[src/rtl/mem_stage_if.sv]
// Data-cache <-> memory-controller request bus: line fill and dirty-line eviction.
interface mem_stage_if #(
    parameter int unsigned MADDR_W   = 26,
    parameter int unsigned LINE_BITS = 128
);
    logic                 mem_req;
    logic                 mem_is_write;
    logic [MADDR_W-1:0]   mem_addr;
    logic [LINE_BITS-1:0] mem_wdata;
    logic [LINE_BITS-1:0] mem_rdata;
    logic                 mem_rdata_rdy;
    logic                 mem_wr_ack;

    modport master (
        output mem_req, mem_is_write, mem_addr, mem_wdata,
        input  mem_rdata, mem_rdata_rdy, mem_wr_ack
    );

    modport slave (
        input  mem_req, mem_is_write, mem_addr, mem_wdata,
        output mem_rdata, mem_rdata_rdy, mem_wr_ack
    );
endinterface

[src/rtl/mem_stage.sv]
// Pipeline memory stage: direct-mapped write-back/write-allocate data cache with
// miss FSM (evict dirty victim, then fill) and registered write-back latch.
module mem_stage #(
    parameter int unsigned LINES     = 4,
    parameter int unsigned LINE_BITS = 128,
    parameter int unsigned MADDR_W   = 26
) (
    input  logic        clk,
    input  logic        reset,
    input  logic        wrt_en,
    input  logic [31:0] alu_result,
    input  logic [31:0] store_data,
    input  logic [4:0]  regD_in,
    input  logic        WB_EN_in,
    input  logic        MEM_R_EN,
    input  logic        MEM_W_EN,
    input  logic        MEM_TO_REG,
    output logic [31:0] wb_data,
    output logic [4:0]  wb_regD,
    output logic        wb_en,
    output logic        block_pipe_data_cache,
    mem_stage_if.master mem
);
    localparam int unsigned IDX_W  = $clog2(LINES);
    localparam int unsigned OFF_W  = $clog2(LINE_BITS / 8);
    localparam int unsigned WSEL_W = $clog2(LINE_BITS / 32);
    localparam int unsigned TAG_W  = MADDR_W - IDX_W;

    typedef enum logic [1:0] {IDLE, EVICT, FILL} state_t;

    state_t state, next_state;

    logic [LINE_BITS-1:0] lines [LINES];
    logic [TAG_W-1:0]     tags  [LINES];
    logic [LINES-1:0]     valid;
    logic [LINES-1:0]     dirty;

    logic                 req_q, req_d;
    logic                 is_write_q, is_write_d;
    logic [MADDR_W-1:0]   addr_q, addr_d;
    logic [LINE_BITS-1:0] wdata_q, wdata_d;
    logic                 fill_done, evict_done;

    // Address decode of the current access
    logic [MADDR_W-1:0]   line_addr;
    logic [IDX_W-1:0]     idx;
    logic [TAG_W-1:0]     tag;
    logic [WSEL_W-1:0]    wsel;
    logic [LINE_BITS-1:0] line_sel;
    logic [31:0]          word;
    logic                 unused_addr_bits;

    assign line_addr        = alu_result[OFF_W+MADDR_W-1:OFF_W];
    assign idx              = line_addr[IDX_W-1:0];
    assign tag              = line_addr[MADDR_W-1:IDX_W];
    assign wsel             = alu_result[OFF_W-1:2];
    assign line_sel         = lines[idx];
    assign word             = line_sel[{wsel, 5'b0} +: 32];
    assign unused_addr_bits = ^{alu_result[31:OFF_W+MADDR_W], alu_result[1:0]};

    logic mem_op, hit, miss, store_commit;

    assign mem_op       = MEM_R_EN | MEM_W_EN;
    assign hit          = valid[idx] & (tags[idx] == tag);
    assign miss         = (state == IDLE) & mem_op & ~hit;
    assign block_pipe_data_cache = (state != IDLE) | miss;
    assign store_commit = wrt_en & ~block_pipe_data_cache & MEM_W_EN;

    assign mem.mem_req      = req_q;
    assign mem.mem_is_write = is_write_q;
    assign mem.mem_addr     = addr_q;
    assign mem.mem_wdata    = wdata_q;

    // Miss FSM: next state and next bus request
    always_comb begin
        next_state = state;
        req_d      = req_q;
        is_write_d = is_write_q;
        addr_d     = addr_q;
        wdata_d    = wdata_q;
        fill_done  = 1'b0;
        evict_done = 1'b0;
        case (state)
            IDLE: begin
                if (miss) begin
                    req_d = 1'b1;
                    if (valid[idx] & dirty[idx]) begin
                        next_state = EVICT;
                        is_write_d = 1'b1;
                        addr_d     = {tags[idx], idx};
                        wdata_d    = line_sel;
                    end else begin
                        next_state = FILL;
                        is_write_d = 1'b0;
                        addr_d     = line_addr;
                    end
                end
            end
            EVICT: begin
                if (mem.mem_wr_ack) begin
                    evict_done = 1'b1;
                    next_state = FILL;
                    is_write_d = 1'b0;
                    addr_d     = line_addr;
                end
            end
            FILL: begin
                if (mem.mem_rdata_rdy) begin
                    fill_done  = 1'b1;
                    next_state = IDLE;
                    req_d      = 1'b0;
                    is_write_d = 1'b0;
                end
            end
            default: next_state = IDLE;
        endcase
    end

    // Control state, line status bits and write-back latch
    always_ff @(posedge clk) begin
        if (reset) begin
            state      <= IDLE;
            req_q      <= 1'b0;
            is_write_q <= 1'b0;
            addr_q     <= '0;
            wdata_q    <= '0;
            valid      <= '0;
            dirty      <= '0;
            wb_data    <= '0;
            wb_regD    <= '0;
            wb_en      <= 1'b0;
        end else begin
            state      <= next_state;
            req_q      <= req_d;
            is_write_q <= is_write_d;
            addr_q     <= addr_d;
            wdata_q    <= wdata_d;
            if (fill_done) begin
                valid[idx] <= 1'b1;
                dirty[idx] <= 1'b0;
            end
            if (evict_done) dirty[idx] <= 1'b0;
            if (store_commit) dirty[idx] <= 1'b1;
            if (wrt_en) begin
                if (block_pipe_data_cache) begin
                    wb_en <= 1'b0;
                end else begin
                    wb_data <= MEM_TO_REG ? word : alu_result;
                    wb_regD <= regD_in;
                    wb_en   <= WB_EN_in;
                end
            end
        end
    end

    // Line data and tags; status bits alone decide validity, so no reset here
    always_ff @(posedge clk) begin
        if (fill_done && !reset) begin
            lines[idx] <= mem.mem_rdata;
            tags[idx]  <= tag;
        end else if (store_commit) begin
            lines[idx][{wsel, 5'b0} +: 32] <= store_data;
        end
    end
endmodule

[src/flat_wrapper.sv]
// flat-port wrapper written by rule: the top's interface ports become plain ports
module mem_stage_flat 
#(
    parameter int unsigned LINES     = 4,
    parameter int unsigned LINE_BITS = 128,
    parameter int unsigned MADDR_W   = 26
)
  (clk, reset, wrt_en, alu_result, store_data, regD_in, WB_EN_in, MEM_R_EN, MEM_W_EN, MEM_TO_REG, wb_data, wb_regD, wb_en, block_pipe_data_cache, mem_mem_req, mem_mem_is_write, mem_mem_addr, mem_mem_wdata, mem_mem_rdata, mem_mem_rdata_rdy, mem_mem_wr_ack);
  mem_stage_if #(.MADDR_W(MADDR_W), .LINE_BITS(LINE_BITS)) mem_i ();
  input  logic clk;
  input  logic reset;
  input  logic wrt_en;
  input  logic [31:0] alu_result;
  input  logic [31:0] store_data;
  input  logic [4:0] regD_in;
  input  logic WB_EN_in;
  input  logic MEM_R_EN;
  input  logic MEM_W_EN;
  input  logic MEM_TO_REG;
  output logic [31:0] wb_data;
  output logic [4:0] wb_regD;
  output logic wb_en;
  output logic block_pipe_data_cache;
  output wire logic [$bits(mem_i.mem_req)-1:0] mem_mem_req;
  output wire logic [$bits(mem_i.mem_is_write)-1:0] mem_mem_is_write;
  output wire logic [$bits(mem_i.mem_addr)-1:0] mem_mem_addr;
  output wire logic [$bits(mem_i.mem_wdata)-1:0] mem_mem_wdata;
  input wire logic [$bits(mem_i.mem_rdata)-1:0] mem_mem_rdata;
  input wire logic [$bits(mem_i.mem_rdata_rdy)-1:0] mem_mem_rdata_rdy;
  input wire logic [$bits(mem_i.mem_wr_ack)-1:0] mem_mem_wr_ack;
  assign mem_mem_req = mem_i.mem_req;
  assign mem_mem_is_write = mem_i.mem_is_write;
  assign mem_mem_addr = mem_i.mem_addr;
  assign mem_mem_wdata = mem_i.mem_wdata;
  assign mem_i.mem_rdata = mem_mem_rdata;
  assign mem_i.mem_rdata_rdy = mem_mem_rdata_rdy;
  assign mem_i.mem_wr_ack = mem_mem_wr_ack;
  mem_stage #(.LINES(LINES), .LINE_BITS(LINE_BITS), .MADDR_W(MADDR_W)) u_core (.clk(clk), .reset(reset), .wrt_en(wrt_en), .alu_result(alu_result), .store_data(store_data), .regD_in(regD_in), .WB_EN_in(WB_EN_in), .MEM_R_EN(MEM_R_EN), .MEM_W_EN(MEM_W_EN), .MEM_TO_REG(MEM_TO_REG), .wb_data(wb_data), .wb_regD(wb_regD), .wb_en(wb_en), .block_pipe_data_cache(block_pipe_data_cache), .mem(mem_i));
endmodule
[config.mk]
export PLATFORM = sky130hd
export DESIGN_NAME = mem_stage_flat
export DESIGN_NICKNAME = d
export VERILOG_FILES = /design/src/rtl/mem_stage_if.sv /design/src/rtl/mem_stage.sv /design/src/flat_wrapper.sv
export SDC_FILE = /design/constraint.sdc
export NUM_CORES = 1
export LEC_CHECK = 0
export CAP_MARGIN = 20
export CELL_PAD_IN_SITES_DETAIL_PLACEMENT = 1
export CELL_PAD_IN_SITES_GLOBAL_PLACEMENT = 2
export CORE_MARGIN = 8
export CORE_UTILIZATION = 43
export DETAILED_ROUTE_END_ITERATION = 12
export PLACE_DENSITY_LB_ADDON = 0.08
export SLEW_MARGIN = 0
export SYNTH_ARGS = -nofsm -noshare
export SYNTH_HDL_FRONTEND = slang
export SYNTH_SLANG_ARGS = --single-unit
[constraint.sdc]
create_clock -name clk -period 11.05 [get_ports clk]
set_input_delay 1.105 -clock clk [delete_from_list [all_inputs] [get_ports clk]]
set_output_delay 1.105 -clock clk [all_outputs]
set_load 0.05 [all_outputs]
==> metrics <==
antenna violations before repair 4; Slew HR 26.7%; most common cell in the synthesized netlist edfxtp_1; Fin. Hold Viols 0; final instance area 0.0429 sq mm; Crit path required time 11.56 ns; PortBufs 400; Leak 0.0138 uW; met3 GRT Util 4.21%; EDFF count, synth 608; Final period util 60.5%; r2r setup slk 5.75 ns; Net Count, Synth 2,620; family with the most delay on the worst path buffers and inverters; CP endpoint kind flip-flop; final critical-path required period 6.68 ns; Final Skew 0.0241 ns; chip width 302 microns; synth-to-layout area growth 21.7%; Critical Path AT 7.19 ns; register area share after synthesis 63.4%; Resize count post-CTS 0; CTS Hold Buffers Added 0; max-capacitance violation count 0; FMAX 150 MHz; setup TNS 0 ns; unrepaired setup endpoints after global routing false; die height 302 microns; Total GRT Usage 26.7%; Worst Hold Class flip-flop to flip-flop; first-pass GRT wire length 178,000 microns; Worst setup SP type input pin; Post-synth top flop edfxtp_1; Netlist cell types 68; CP most frequent cell buf_4; # nets final 2,944; Post-Place Cell Area 0.0401 sq mm; final core utilization 52.6%; Peak VDD IR 0.000108 V; WL final 125,000 microns; total power 6850 uW; Yosys warning count 0; post-synth top area share 51.8%; Mapped Area 0.0352 sq mm; total clock sinks 812; Core Footprint 0.0816 sq mm; clock-pin slew on the worst setup and hold paths 0.06 ns; dpl hpwl 81,800 microns; WL/cell 32.2 microns; Iteration-0 DRC Markers 2,077; Clock Path Buffers 3; Residual DRC 0; busiest layer in global routing met2; CP Max Fanout 64; largest net degree at the start of global routing 93; Crit Path Category input pin to flip-flop; layout cells sized above 1 14.8%; GPL Wtd Cong 0.873; Final setup violation count 0; commonest cells in the netlist edfxtp_1 (608), dfxtp_1 (204), a21oi_1 (199); setup repair bufs after CTS 0; Initial Util 43.2%; final slew viol count 0; CP Cell Sequence clkbuf_8, buf_4, mux4_1, o221ai_1, or4b_1, or4_1, o31ai_4, buf_4, buf_4, buf_4, a211oi_1, mux2_2; Post-DRT Antenna Nets 0; pwr dens 160 mW/mm^2; synth top area cells edfxtp_1 (52%), dfxtp_1 (12%), mux4_2 (11%); Seq cells post-synth 812; GRT met1 Usage 35.7%; Syn Inst Count 2,405; grt ovf 0; ys async rst share 0%; I/O pin count 401; CTS H-tree depth 3; die area 0.0914 sq mm; Worst path max stage delay 0.79 ns; clk_lat worst skew 0.63 ns; root buf cell clkbuf_16; status complete, no violations; Yosys top cell by area edfxtp_1; Avg Inst Size Synth 14.7 sq um; vias in the first global route 24.7k; worst path bufs/invs 5; DR pass1 iterations 5; clock tree from TritonCTS built; Rows 105; CTS buffer count 85; met2 Resource Use GR 45.0%; vias 23.4k; CP max stage cell buf_4; Worst Tran Pin Value 1.10 ns; drt via density 6.05
-- per-layer routing --
metal,routed length (microns),vias to the layer above
met5,8,-
met4,3490,2
met3,8100,169
met2,61500,893
met1,51500,12300
li1,-,10000
-- registers in the layout, summed over array words and instances, names as in the netlist --
| signal | flops |
|---|---|
| u_core.lines | 512 |
| u_core.wb_regD | 5 |
| u_core.mem.mem_wdata | 128 |
| u_core.dirty | 4 |
| u_core.wb_data | 32 |
| u_core.valid | 4 |
| u_core.tags | 96 |
| u_core.mem.mem_is_write | 1 |
| u_core.state | 2 |
| u_core.mem.mem_req | 1 |
| u_core.wb_en | 1 |
| u_core.mem.mem_addr | 26 |
-- per-stage QoR --
stage | setup WS (ns) | cells | hold WS, ns
after floorplan | 5.71 | 2405 | 0.446
after global placement | 3.99 | 3711 | 0.454
after detailed placement | 3.79 | 3711 | 0.463
after CTS | 4.48 | 3870 | 0.471
after global routing | 4.21 | 3872 | 0.489
final | 4.37 | 3873 | 0.471
-- worst register-to-register path: stages (launching register included) --
cell and delay [ns]:
edfxtp_1 0.37, mux4_2 0.49, xnor2_1 0.33, or4b_1 0.47, or4_1 0.50, o31ai_4 0.32, buf_4 0.61, buf_4 0.73
buf_4 0.84, a211oi_1 0.23, mux2_2 0.31
-- power breakdown --
part | internal, uW | total (uW) | switching, uW | leakage [uW]
Clock | 1640 | 2820 | 1180 | 0.00135
Combinational | 243 | 692 | 449 | 0.00535
Sequential | 3320 | 3340 | 19.0 | 0.00713
-- kinds of logic (layout without fill, tap and decap cells) --
logic type	count (synthesis)	after routing	share of synthesized area, %
flip-flops	812	812	63.4
AO/OA/AOI/OAI	442	442	8.16
AND/OR/NAND/NOR	393	393	6.03
multiplexers	373	373	17.0
buffers and inverters	358	754	4.66
XOR/XNOR	18	18	0.469
adder cells (fa/ha/maj)	9	9	0.320
other	0	2	0
-- cells in the final DEF, fill, tap and decap left out, types with 16 or more instances in the layout --
master and instances:
inv_1 138, a211oi_1 52, nand4_1 136, a21oi_4 16
mux2i_1 190, and3b_1 24, clkbuf_1 31, mux4_2 168
dfxtp_1 204, o31ai_1 128, edfxtp_1 608, clkinv_2 16
a21oi_1 183, nand2_1 147, buf_4 52, clkbuf_16 88
xnor2_1 16, nand3_1 17, clkdlybuf4s50_1 395
-- worst paths after layout --
kind,start,to,cells past startpoint
max,alu_result[5],u_core.mem.mem_is_write,12
min,u_core.mem.mem_wdata[3],u_core.mem.mem_wdata[3],2
max reg2reg,u_core.tags[2][3],u_core.mem.mem_is_write,10
min reg2reg,u_core.mem.mem_wdata[3],u_core.mem.mem_wdata[3],2
-- cell type report --
| class | count | area, sq um |
|---|---|---|
| Multi-Input combinational cell | 1235 | 11500 |
| Antenna cell | 2 | 5.00 |
| Clock buffer | 130 | 2470 |
| Clock inverter | 29 | 273 |
| Sequential cell | 812 | 22300 |
| Inverter | 142 | 536 |
| Fill cell | 7861 | 38700 |
| Tap cell | 1070 | 1340 |
| Timing Repair Buffer | 453 | 4420 |
(Power assumes the default switching activity.)
